--- config.mk ---
export PLATFORM = sky130hd
export DESIGN_NAME = dmem_arbiter
export DESIGN_NICKNAME = d
export VERILOG_FILES = /design/src/rtl/dmem_arb_pkg.sv /design/src/rtl/rr_arb2.sv /design/src/rtl/dmem_arbiter.sv
export SDC_FILE = /design/constraint.sdc
export NUM_CORES = 1
export LEC_CHECK = 0
export CAP_MARGIN = 15
export CORE_UTILIZATION = 34
export CTS_CLUSTER_SIZE = 28
export DETAILED_ROUTE_END_ITERATION = 8
export GPL_TIMING_DRIVEN = 0
export PLACE_DENSITY = 0.8
export SLEW_MARGIN = 20
export SYNTH_ARGS = -nofsm -noshare
export SYNTH_HDL_FRONTEND = slang
export SYNTH_SLANG_ARGS = --single-unit
export TNS_END_PERCENT = 10
--- constraint.sdc ---
create_clock -name clk -period 1.55 [get_ports clk]
set_input_delay 0.2325 -clock clk [delete_from_list [all_inputs] [get_ports clk]]
set_output_delay 0.2325 -clock clk [all_outputs]
set_load 0.005 [all_outputs]
--- src/rtl/dmem_arb_pkg.sv ---
// ----------------------------------------------------------------------------
// dmem_arb_pkg : shared state encoding and master ids for the data-memory arbiter
// Revision 1.0
// ----------------------------------------------------------------------------
`default_nettype none

package dmem_arb_pkg;

  typedef enum logic [1:0] {
    IDLE   = 2'd0,
    ACCESS = 2'd1,
    RESP   = 2'd2
  } arb_state_e;

  localparam logic M0 = 1'b0;
  localparam logic M1 = 1'b1;

endpackage

`default_nettype wire

--- src/rtl/rr_arb2.sv ---
// ----------------------------------------------------------------------------
// rr_arb2 : two-input round-robin grant; a tie goes to the master not granted last
// Revision 1.0
// ----------------------------------------------------------------------------
`default_nettype none

module rr_arb2
  import dmem_arb_pkg::*;
(
  input  logic       clk,
  input  logic       rst_n,
  input  logic [1:0] req,
  input  logic       update_en,
  output logic       grant_valid,
  output logic       grant
);

  logic last_grant_q;
  logic last_grant_d;

  always_comb begin
    grant_valid  = |req;
    grant        = req[1] & (~req[0] | (last_grant_q == M0));
    last_grant_d = last_grant_q;
    if (update_en && grant_valid) begin
      last_grant_d = grant;
    end
  end

  // Resetting to M1 lets master 0 win the first tie.
  always_ff @(posedge clk) begin
    if (!rst_n) begin
      last_grant_q <= M1;
    end else begin
      last_grant_q <= last_grant_d;
    end
  end

endmodule

`default_nettype wire

--- src/rtl/dmem_arbiter.sv ---
// ----------------------------------------------------------------------------
// dmem_arbiter : two-master round-robin sequencer for the single-port data memory
// Revision 1.0
// ----------------------------------------------------------------------------
`default_nettype none

module dmem_arbiter
  import dmem_arb_pkg::*;
#(
  parameter int DATA_W      = 32,
  parameter int ADDR_W      = 32,
  parameter int DEPTH_WORDS = 32
) (
  input  logic              clk,
  input  logic              rst_n,
  input  logic              m0_req,
  input  logic              m0_we,
  input  logic [ADDR_W-1:0] m0_addr,
  input  logic [DATA_W-1:0] m0_wdata,
  output logic              m0_ack,
  output logic              m0_err,
  output logic [DATA_W-1:0] m0_rdata,
  input  logic              m1_req,
  input  logic              m1_we,
  input  logic [ADDR_W-1:0] m1_addr,
  input  logic [DATA_W-1:0] m1_wdata,
  output logic              m1_ack,
  output logic              m1_err,
  output logic [DATA_W-1:0] m1_rdata,
  output logic [ADDR_W-1:0] mem_addr,
  output logic [DATA_W-1:0] mem_wdata,
  output logic              mem_read,
  output logic              mem_write,
  input  logic [DATA_W-1:0] mem_rdata
);

  arb_state_e        state_q, state_d;
  logic              sel_q, sel_d;
  logic              we_q, we_d;
  logic [ADDR_W-1:0] mem_addr_q, mem_addr_d;
  logic [DATA_W-1:0] mem_wdata_q, mem_wdata_d;
  logic              mem_read_q, mem_read_d;
  logic              mem_write_q, mem_write_d;
  logic              m0_ack_q, m0_ack_d, m0_err_q, m0_err_d;
  logic              m1_ack_q, m1_ack_d, m1_err_q, m1_err_d;
  logic [DATA_W-1:0] m0_rdata_q, m0_rdata_d;
  logic [DATA_W-1:0] m1_rdata_q, m1_rdata_d;

  logic              grant_valid;
  logic              grant;
  logic              req_we;
  logic [ADDR_W-1:0] req_addr;
  logic [DATA_W-1:0] req_wdata;
  logic              req_bad;

  rr_arb2 u_rr_arb2 (
    .clk         (clk),
    .rst_n       (rst_n),
    .req         ({m1_req, m0_req}),
    .update_en   (state_q == IDLE),
    .grant_valid (grant_valid),
    .grant       (grant)
  );

  // Full-width range compare so addresses past the array never alias low words.
  always_comb begin
    req_we    = (grant == M1) ? m1_we    : m0_we;
    req_addr  = (grant == M1) ? m1_addr  : m0_addr;
    req_wdata = (grant == M1) ? m1_wdata : m0_wdata;
    req_bad   = (req_addr[1:0] != 2'b00) || ((req_addr >> 2) >= ADDR_W'(DEPTH_WORDS));
  end

  always_comb begin
    state_d     = state_q;
    sel_d       = sel_q;
    we_d        = we_q;
    mem_addr_d  = '0;
    mem_wdata_d = '0;
    mem_read_d  = 1'b0;
    mem_write_d = 1'b0;
    m0_ack_d    = 1'b0;
    m0_err_d    = 1'b0;
    m1_ack_d    = 1'b0;
    m1_err_d    = 1'b0;
    m0_rdata_d  = m0_rdata_q;
    m1_rdata_d  = m1_rdata_q;

    unique case (state_q)
      IDLE: begin
        if (grant_valid) begin
          sel_d = grant;
          we_d  = req_we;
          if (req_bad) begin
            state_d = RESP;
            if (grant == M1) begin
              m1_ack_d   = 1'b1;
              m1_err_d   = 1'b1;
              m1_rdata_d = '0;
            end else begin
              m0_ack_d   = 1'b1;
              m0_err_d   = 1'b1;
              m0_rdata_d = '0;
            end
          end else begin
            state_d     = ACCESS;
            mem_addr_d  = req_addr;
            mem_wdata_d = req_wdata;
            mem_write_d = req_we;
            mem_read_d  = ~req_we;
          end
        end
      end
      ACCESS: begin
        // Read data was sampled by the memory at mid-cycle; capture it now.
        state_d = RESP;
        if (sel_q == M1) begin
          m1_ack_d   = 1'b1;
          m1_rdata_d = we_q ? '0 : mem_rdata;
        end else begin
          m0_ack_d   = 1'b1;
          m0_rdata_d = we_q ? '0 : mem_rdata;
        end
      end
      RESP: begin
        state_d = IDLE;
      end
      default: begin
        state_d = IDLE;
      end
    endcase
  end

  always_ff @(posedge clk) begin
    if (!rst_n) begin
      state_q     <= IDLE;
      sel_q       <= M0;
      we_q        <= 1'b0;
      mem_addr_q  <= '0;
      mem_wdata_q <= '0;
      mem_read_q  <= 1'b0;
      mem_write_q <= 1'b0;
      m0_ack_q    <= 1'b0;
      m0_err_q    <= 1'b0;
      m1_ack_q    <= 1'b0;
      m1_err_q    <= 1'b0;
      m0_rdata_q  <= '0;
      m1_rdata_q  <= '0;
    end else begin
      state_q     <= state_d;
      sel_q       <= sel_d;
      we_q        <= we_d;
      mem_addr_q  <= mem_addr_d;
      mem_wdata_q <= mem_wdata_d;
      mem_read_q  <= mem_read_d;
      mem_write_q <= mem_write_d;
      m0_ack_q    <= m0_ack_d;
      m0_err_q    <= m0_err_d;
      m1_ack_q    <= m1_ack_d;
      m1_err_q    <= m1_err_d;
      m0_rdata_q  <= m0_rdata_d;
      m1_rdata_q  <= m1_rdata_d;
    end
  end

  assign m0_ack    = m0_ack_q;
  assign m0_err    = m0_err_q;
  assign m0_rdata  = m0_rdata_q;
  assign m1_ack    = m1_ack_q;
  assign m1_err    = m1_err_q;
  assign m1_rdata  = m1_rdata_q;
  assign mem_addr  = mem_addr_q;
  assign mem_wdata = mem_wdata_q;
  assign mem_read  = mem_read_q;
  assign mem_write = mem_write_q;

endmodule

`default_nettype wire

==> flow_metrics.tcl <==
set metrics [dict create \
    status "complete, but fails checks" \
    violations "negative setup slack" \
    avgSynthCellArea_um2 9.329 \
    p_per_area_nw_per_um2 913.9 \
    finalSetupViolations 104 \
    cts_hold_buf 0 \
    avgViaCountPerCell 4.642 \
    finalCritPeriodShare 1.118 \
    final_max_slew_viol_count 0 \
    wirelength_um 17210 \
    synth-seq-cells 139 \
    cts_max_level 4 \
    hold_violations 0 \
    relSlewSlack 0.5988 \
    vias 5125 \
    gr-total-overflow 0 \
    finClkSkew_ns 0.008273 \
    syn_area_um2 5029 \
    cts-root-buf "clkbuf_16" \
    track_usage 0.2099 \
    worstMarginPinSlew_ns 0.6017 \
    power_leakage_nw 3.991 \
    min_path_type "input pin to flop" \
    avgRoutedWirePerCell_um 15.59 \
    postSynthCellCount 539 \
    total_power_w 0.008720 \
    crit_type "input pin to flop" \
    fp.coreArea_um2 14480 \
    antenna_found_initial 0 \
    antennaDiodeCount 0 \
    clock_latency_ns 0.42 \
    fillers 1107 \
    max-vdd-ir-drop_v 0.0006328 \
    clk_pin_slew_ns 0.06 \
    rsz0062_at_grt "true" \
    fin_crit_ns 1.732 \
    ys_async_sr_fraction 0 \
    netlist.area_leader.share 0.5534 \
    maxCapViolations 0 \
    crit_path_max_incr_delay_ns 0.46 \
    setup_ws_ns -0.1824 \
    yosysWarnings 0 \
    grt_pass1_wl_um 23970 \
    numClockSinks 139 \
    place_ws_ns -0.7138 \
    die_x_um 123.6 \
    critPathMaxFanout 8 \
    dp_hpwl_um 12200 \
    fmax_ghz 0.5772 \
    synth_cell_type_count 39 \
    nNetsFinal 1073 \
    dr.pass1.iters 4 \
    ant_nets 0 \
    crit_chain "clkdlybuf4s50_1 > nor4_2 > nand4_1 > mux2i_4 > buf_6 > nand4_4 > buf_12 > clkbuf_16 > a21oi_2" \
    initial_utilization 0.3473 \
    cts_buffer_depth 2 \
    area_growth_pct 89.75 \
    drtIter0Drc 249 \
    worstSetupEndpointType "flop" \
    ys.flop_type "dfxtp_1" \
    critPathSlowestCell "clkdlybuf4s50_1" \
    ios 300 \
    synth_area_leader_cell "dfxtp_1" \
    drive_gt1_frac 0.1641 \
    ys_top_cells_by_area "dfxtp_1 55%, nand2_1 13%, a21oi_2 6.6%, mux2i_1 6.6%, nand3_1 3.3%" \
    synth-seq-area-share 0.5534 \
    grt_pass1_vias 4810 \
    cts_tree "yes" \
    die_area_um2 15280 \
    required_ns 1.90 \
    num_rows 44 \
    gp_congestion 0.7721 \
    finish.utilization 0.6590 \
    portBuffers 299 \
    place_area_um2 8349 \
    start_kind "input pin" \
    remaining_drc_errors 0 \
    synth-edff-count 0 \
    die_h_um 123.6 \
    numCtsBuffers 17 \
    grt_max_degree 17 \
    whs_ns 0.3463 \
    stdcell_area_um2 9542 \
    worstPathArrival_ns 2.09 \
]
==> routing by layer <==
metal / track usage / vias to the layer above / wire length [um]
li1: - / 2521 / -
met2: 0.3653 / 243 / 8792
met3: 0.07875 / 36 / 1508
met4: 0.09262 / 0 / 448
met5: 0 / - / 0
met1: 0.2256 / 2325 / 6460
==> cell type report <==
class,count,area [um^2],area share
plain buffers,38,316.6,0.03318
clock buffers,19,452.9,0.04747
clock inverters,13,130.1,0.01364
inverters,2,7.507,0.0007868
multi-input cells,386,2251,0.2359
flip-flops and latches,139,2785,0.2919
well taps,184,230.2,0.02413
repair buffers,323,3368,0.3530
==> metrics by stage <==
step           cells  setup TNS, ns
2_1_floorplan    565              0
3_3_place_gp    1048         -65.27
3_5_place_dp    1048         -67.83
4_1_cts         1090         -4.812
5_1_grt         1104         -14.78
6_report        1104         -10.92
==> worst paths after layout <==
check                         start                endpoint  slack (ns)  cells past startpoint
min reg2reg            m1_rdata[29]            m1_rdata[29]        0.45                      2
max                     m1_addr[13]           mem_wdata[21]       -0.18                      9
max reg2reg  u_rr_arb2.last_grant_q           mem_wdata[21]       -0.12                      8
min                          m1_req  u_rr_arb2.last_grant_q        0.35                      3
==> cells by family after synthesis <==
group	share of synthesized area
compound gates	0.1247
buf+inv	0.04553
flops	0.5534
mux	0.07017
other cells	0.0007457
simple gates	0.2055
==> critical path: cells and delay by family <==
| family | cells | cell delay [ns] |
|---|---|---|
| simple gates | 3 | 0.53 |
| buf+inv | 4 | 0.96 |
| compound gates | 1 | 0.10 |
| mux | 1 | 0.25 |
==> synthesized netlist by cell type, drive strengths merged (2+ instances only) <==
cell type,count
nand2,177
dfxtp,139
a21oi,42
o21ai,35
mux2i,34
nand3,33
clkbuf,20
buf,18
nor4,12
nand4,5
nor2,4
a21boi,2
and2,2
inv,2
nor3,2
==> repair_timing <==
action | 4_1_cts | 5_1_grt
setup buffers | 10 | 7
resized for setup | 49 | 63
pin swaps | 24 | 18
hold endpoints to repair | 0 | 0
cloned | 0 | 7
endpoints found under the setup margin | 111 | 120
==> layout by cell type (no fill, tap or decap), drive strengths merged, types with 4 or more instances in the layout <==
master	instances
nand2	177
dlygate4sd2	11
o21ai	35
inv	8
nor4	12
clkinv	6
nor2	4
dlymetal6s2s	30
buf	39
nand4	5
dfxtp	139
clkdlybuf4s50	258
clkbuf	42
mux2i	34
nand3	33
conb	27
a21oi	42
==> power by group <==
part           leakage, nW  internal (W)  switching, W  total [W]
sequential            1.13       0.00363     0.0000184    0.00364
combinational         2.57      0.000633      0.000429    0.00106
clock                0.291       0.00233       0.00168    0.00401
==> registers in the layout, indices dropped and copies added (netlist names) <==
name                    count
m0_rdata                   32
mem_read                    1
m1_err                      1
sel_q                       1
m1_rdata                   32
m0_ack                      1
m1_ack                      1
mem_write                   1
mem_wdata                  32
m0_err                      1
state_q                     2
we_q                        1
u_rr_arb2.last_grant_q      1
mem_addr                   32
Power figures use the tool's default switching activity.
